## src/rtl/prefetch_dma_responder.sv

```systemverilog
// Prefetch DMA responder: splits one line request into word reads and reassembles the line.
// Optional macro PREFETCH_DMA_RESPONDER_DEMAND_PREEMPT_EN pauses word issue while demand owns memory.
//
//   state   | meaning
//   --------+-----------------------------------------------
//   e_idle  | waiting for a prefetch request
//   e_fill  | issuing word reads and collecting responses
//   e_done  | one-cycle line valid pulse
module prefetch_dma_responder #(
  parameter int addr_width_p          = 32,
  parameter int data_width_p          = 32,
  parameter int block_size_in_words_p = 8
) (
  input  logic                                          clk_i,
  input  logic                                          reset_n_i,
  input  logic                                          prefetch_dma_req_i,
  input  logic [addr_width_p-1:0]                       prefetch_dma_addr_i,
  input  logic                                          demand_busy_i,
  output logic                                          dma_busy_o,
  output logic                                          mem_req_v_o,
  output logic [addr_width_p-1:0]                       mem_req_addr_o,
  input  logic                                          mem_req_ready_i,
  input  logic                                          mem_resp_v_i,
  input  logic [data_width_p-1:0]                       mem_resp_data_i,
  output logic [data_width_p*block_size_in_words_p-1:0] dma_prefetch_data_o,
  output logic                                          dma_prefetch_data_v_o
);

  localparam int bytes_lp  = data_width_p / 8;
  localparam int loff_lp   = $clog2(block_size_in_words_p * bytes_lp);
  localparam int cnt_w_lp  = $clog2(block_size_in_words_p) + 1;
  localparam int line_w_lp = data_width_p * block_size_in_words_p;
  localparam logic [cnt_w_lp-1:0] words_lp = cnt_w_lp'(block_size_in_words_p);

  typedef enum logic [1:0] {e_idle, e_fill, e_done} state_e;

  state_e                  state_r, state_n;
  logic [addr_width_p-1:0] base_r;
  logic [cnt_w_lp-1:0]     issue_cnt_r, resp_cnt_r;
  logic [line_w_lp-1:0]    line_r;
  logic                    accept, issue_fire, resp_fire, preempt;

`ifdef PREFETCH_DMA_RESPONDER_DEMAND_PREEMPT_EN
  assign preempt = demand_busy_i;
`else
  assign preempt = 1'b0;
`endif

  always_comb begin
    state_n               = state_r;
    accept                = 1'b0;
    resp_fire             = 1'b0;
    mem_req_v_o           = 1'b0;
    mem_req_addr_o        = '0;
    dma_prefetch_data_v_o = 1'b0;
    case (state_r)
      e_idle: begin
        if (prefetch_dma_req_i && !demand_busy_i) begin
          accept  = 1'b1;
          state_n = e_fill;
        end
      end
      e_fill: begin
        mem_req_v_o = (issue_cnt_r < words_lp) && !preempt;
        if (mem_req_v_o)
          mem_req_addr_o = base_r + addr_width_p'(issue_cnt_r) * addr_width_p'(bytes_lp);
        resp_fire = mem_resp_v_i && (resp_cnt_r < words_lp);
        // leave on the edge that captures the last word so the pulse lands at B+2
        if (resp_fire && (resp_cnt_r == words_lp - 1'b1))
          state_n = e_done;
      end
      e_done: begin
        dma_prefetch_data_v_o = 1'b1;
        state_n               = e_idle;
      end
      default: state_n = e_idle;
    endcase
  end

  assign issue_fire          = mem_req_v_o && mem_req_ready_i;
  assign dma_busy_o          = (state_r != e_idle) || demand_busy_i;
  assign dma_prefetch_data_o = line_r;

  always_ff @(posedge clk_i or negedge reset_n_i) begin
    if (!reset_n_i) begin
      state_r     <= e_idle;
      base_r      <= '0;
      issue_cnt_r <= '0;
      resp_cnt_r  <= '0;
      line_r      <= '0;
    end else begin
      state_r <= state_n;
      if (accept) begin
        base_r      <= (prefetch_dma_addr_i >> loff_lp) << loff_lp;
        issue_cnt_r <= '0;
        resp_cnt_r  <= '0;
      end else begin
        if (issue_fire) issue_cnt_r <= issue_cnt_r + 1'b1;
        if (resp_fire) begin
          resp_cnt_r <= resp_cnt_r + 1'b1;
          for (int i = 0; i < block_size_in_words_p; i++)
            if (resp_cnt_r == cnt_w_lp'(i))
              line_r[i*data_width_p +: data_width_p] <= mem_resp_data_i;
        end
      end
    end
  end

endmodule

```

## config.mk

```make
export PLATFORM = sky130hd
export DESIGN_NAME = prefetch_dma_responder
export DESIGN_NICKNAME = d
export VERILOG_FILES = /design/src/rtl/prefetch_dma_responder.sv
export SDC_FILE = /design/constraint.sdc
export NUM_CORES = 1
export LEC_CHECK = 0
export BUFFER_PORTS_ARGS = -buffer_cell sky130_fd_sc_hd__buf_2
export CORE_MARGIN = 3
export CORE_UTILIZATION = 45
export CTS_BUF_LIST = sky130_fd_sc_hd__clkbuf_2 sky130_fd_sc_hd__clkbuf_4 sky130_fd_sc_hd__clkbuf_8
export CTS_CLUSTER_DIAMETER = 80
export DETAILED_ROUTE_END_ITERATION = 10
export PLACE_DENSITY = 0.74
export REMOVE_ABC_BUFFERS = 1
export SLEW_MARGIN = 20
export SYNTH_ARGS = -nofsm -noshare
export SYNTH_HDL_FRONTEND = slang
export SYNTH_SLANG_ARGS = --single-unit
```

## constraint.sdc

```tcl
create_clock -name clk_i -period 1.95 [get_ports clk_i]
set_clock_uncertainty 0.15 [all_clocks]
set_input_delay 0.195 -clock clk_i [delete_from_list [all_inputs] [get_ports clk_i]]
set_output_delay 0.195 -clock clk_i [all_outputs]
set_load 0.1 [all_outputs]
```

==> flow_metrics.tcl <==
set metrics [dict create \
    run_status "finished with violations" \
    failed_checks "setup timing" \
    ys_types 35 \
    timing.critical_path.buf_inv 5 \
    grt_max_degree 61 \
    chipHeight_um 167 \
    proportion_of_register_bits_with_asynchronous_set_or_reset_after_synthesis 1.00 \
    die-area_um2 27700 \
    worst_reg2reg_path_length_in_cells 6 \
    reg2reg_from "state_r[1]" \
    capturing_element_type_of_the_critical_path "primary output" \
    final.setup.tns_ps -23620 \
    fill_cells 1754 \
    critical_path_peak_fanout 7 \
    port_buffers 353 \
    synth_area_um2 11600 \
    clk_latency_ps 530 \
    numClockSinks 293 \
    rsz_0062_raised_after_global_routing "true" \
    tritoncts_clock_tree "built" \
    finalCriticalPeriod_ps 2240 \
    rows 58 \
    synthMostInstantiatedCell "sky130_fd_sc_hd__dfrtp_1" \
    floorplan.io_pins 361 \
    report.final.slew_viol_count 0 \
    fp.coreArea_um2 25300 \
    regToRegEndpoint "dma_prefetch_data_o[251]" \
    detail_route.vias_per_cell 5.03 \
    synth.yosys.seq_area_share 0.632 \
    category_of_the_most_critical_setup_path "flop to primary output" \
    post_route_cells_drive_above_1_share 0.683 \
    syn-instance-count 693 \
    final_min_period_over_clock_period 1.15 \
    synth_edf_count 0 \
    place.gp.congestion 0.804 \
    hpwlAfterDp_um 20500 \
    final_antenna_net_count 0 \
    drc_errors 0 \
    routed_wire_length_per_instance_um 21.5 \
    setup_slack_ps -287 \
    vias_in_the_first_global_route 8352 \
    syn_avg_cell_area_um2 16.7 \
    die_x_um 167 \
    crit_chain "buf_6 > nor3b_4 > buf_6 > buf_12 > buf_16 > and2_4 > buf_12" \
    cts_root_buffer "sky130_fd_sc_hd__clkbuf_8" \
    critPathSlowestCell "sky130_fd_sc_hd__dfrtp_1" \
    synthToLayoutAreaGrowth_pct 45.7 \
    synthesis_stage_register_bit_count 293 \
    overflow 0 \
    cell_type_with_the_largest_total_area_after_synthesis "sky130_fd_sc_hd__dfrtp_1" \
    cp_slowest_stage_delay_ps 380 \
    ys.flop_type "sky130_fd_sc_hd__dfrtp_1" \
    cts_buffer_depth 3 \
    ys_top_cells_by_count "293 x sky130_fd_sc_hd__dfrtp_1, 223 x sky130_fd_sc_hd__mux2_2, 58 x sky130_fd_sc_hd__mux2_4" \
    numPlacedInstances 1373 \
    worst-endpoint-arrival_ps 1890 \
    setup.worst_path.start_class "flop" \
    postRouteWirelength_um 33300 \
    stdcell_count 1551 \
    critical_path.top_delay_family "buffers and inverters" \
    first_pass_iters 4 \
    gr-usage-all-layers 0.224 \
    crit_required_ps 1600 \
    final_net_count 1260 \
    dr_total_vias 7804 \
    timing.final.setup_violations 264 \
    slew_headroom 0.637 \
    yosysWarningCount 0 \
    rrSetupSlack_ps -140 \
    count_of_final_hold_check_violations 0 \
    worstHoldPathType "input pin to async pin" \
    post-synth-top-area-fraction 0.632 \
    antenna_found_initial 1 \
    ys_top_cells_by_area "sky130_fd_sc_hd__dfrtp_1 63%, sky130_fd_sc_hd__mux2_2 22%, sky130_fd_sc_hd__mux2_4 7.5%" \
    max_freq_mhz 447 \
    initial_core_util 0.459 \
    grt_pass1_wl_um 49300 \
    cts_max_level 2 \
    drt_iter0_markers 313 \
    cap_violations 0 \
    cts_buffers 48 \
    least_margin_pin_slew_ps 548 \
    path_clk_slew_ps 70 \
]
## registers in the layout (all words and copies together), names as in the netlist
signal and count:
resp_cnt_r 4, dma_prefetch_data_o 256, base_r 27, state_r 2, issue_cnt_r 4
## cells in the final DEF, fill, tap and decap left out, drive strengths merged, types with 2 or more instances in the layout
cell type / instances
buf: 411
dfrtp: 293
mux2: 283
clkbuf: 84
dlygate4sd3: 62
and2: 30
inv: 6
ha: 5
clkinv: 5
nor2: 5
nand2: 4
a21oi: 3
or3: 2
nand3b: 2
a31o: 2
a41oi: 2
conb: 2
clkinvlp: 2
nor3b: 2
and4bb: 2
nand3: 2
## through the flow
stage | cell area [um^2] | setup slack (ps) | utilization | hold WS [ps]
after floorplan | 11300 | -3160 | - | -251
after global placement | 14500 | 46.2 | 0.572 | 9.90
after detailed placement | 14500 | 19.2 | 0.572 | 15.5
after CTS | 16400 | -316 | 0.649 | 13.2
after global routing | 16900 | -370 | 0.670 | 50.3
final | 16900 | -287 | 0.670 | 26.2
## what timing repair did
item	4_1_cts	5_1_grt
pin swaps	29	7
setup buffers	9	10
hold buffers	62	0
hold endpoints to repair	584	0
cloned	3	11
setup endpoints to repair	33	163
resized for setup	50	64
## final cells by class
cell class	instances	area, um^2	share of cell area
Timing Repair Buffer	481	3890	0.230
Clock buffer	76	940	0.0556
Antenna cell	1	2.50	0.000148
Inverter	5	21.3	0.00126
Sequential cell	293	7330	0.434
Multi-Input combinational cell	356	4230	0.250
Tap cell	330	413	0.0244
Clock inverter	9	78.8	0.00466
## worst reg2reg max path, cell delays in order, from the launching register on
cell and delay (ps):
sky130_fd_sc_hd__dfrtp_1 380, sky130_fd_sc_hd__buf_4 130, sky130_fd_sc_hd__buf_4 130, sky130_fd_sc_hd__and4bb_1 330, sky130_fd_sc_hd__and3_4 340, sky130_fd_sc_hd__clkbuf_16 220
sky130_fd_sc_hd__mux2_4 300
## cell families (layout without fill, tap and decap cells)
kind of cell | count (synthesis) | count (layout) | synth area share
multiplexers | 284 | 284 | 0.294
other | 1 | 3 | 0.000323
XOR/XNOR | 1 | 1 | 0.000755
AO/OA/AOI/OAI | 9 | 9 | 0.00539
AND/OR/NAND/NOR | 55 | 55 | 0.0344
flip-flops | 293 | 293 | 0.632
adder cells (fa/ha/maj) | 5 | 5 | 0.00539
buffers and inverters | 45 | 571 | 0.0276
## per-layer routing
| layer | up-vias | track usage | wire length [um] |
|---|---|---|---|
| met5 | - | 0 | 0 |
| met4 | 0 | 0.0803 | 1100 |
| met3 | 64 | 0.0446 | 1680 |
| met2 | 271 | 0.379 | 16800 |
| met1 | 4033 | 0.290 | 13800 |
| li1 | 3436 | - | - |
## how the worst max path moves through the flow
stage                   from                        to  slack, ps  cells past startpoint
6_report          state_r[1]        mem_req_addr_o[24]       -290                      7
5_1_grt           state_r[1]        mem_req_addr_o[24]       -370                      7
4_1_cts           state_r[1]         mem_req_addr_o[6]       -320                      7
3_5_place_dp   resp_cnt_r[3]  dma_prefetch_data_o[106]         20                      4
3_3_place_gp   resp_cnt_r[3]  dma_prefetch_data_o[116]         50                      4
2_1_floorplan     state_r[0]        mem_req_addr_o[10]      -3160                      2
Power is left out: the tool's default activity adds up to more than one toggle a clock period on the data nets, which glitch-free logic cannot reach.
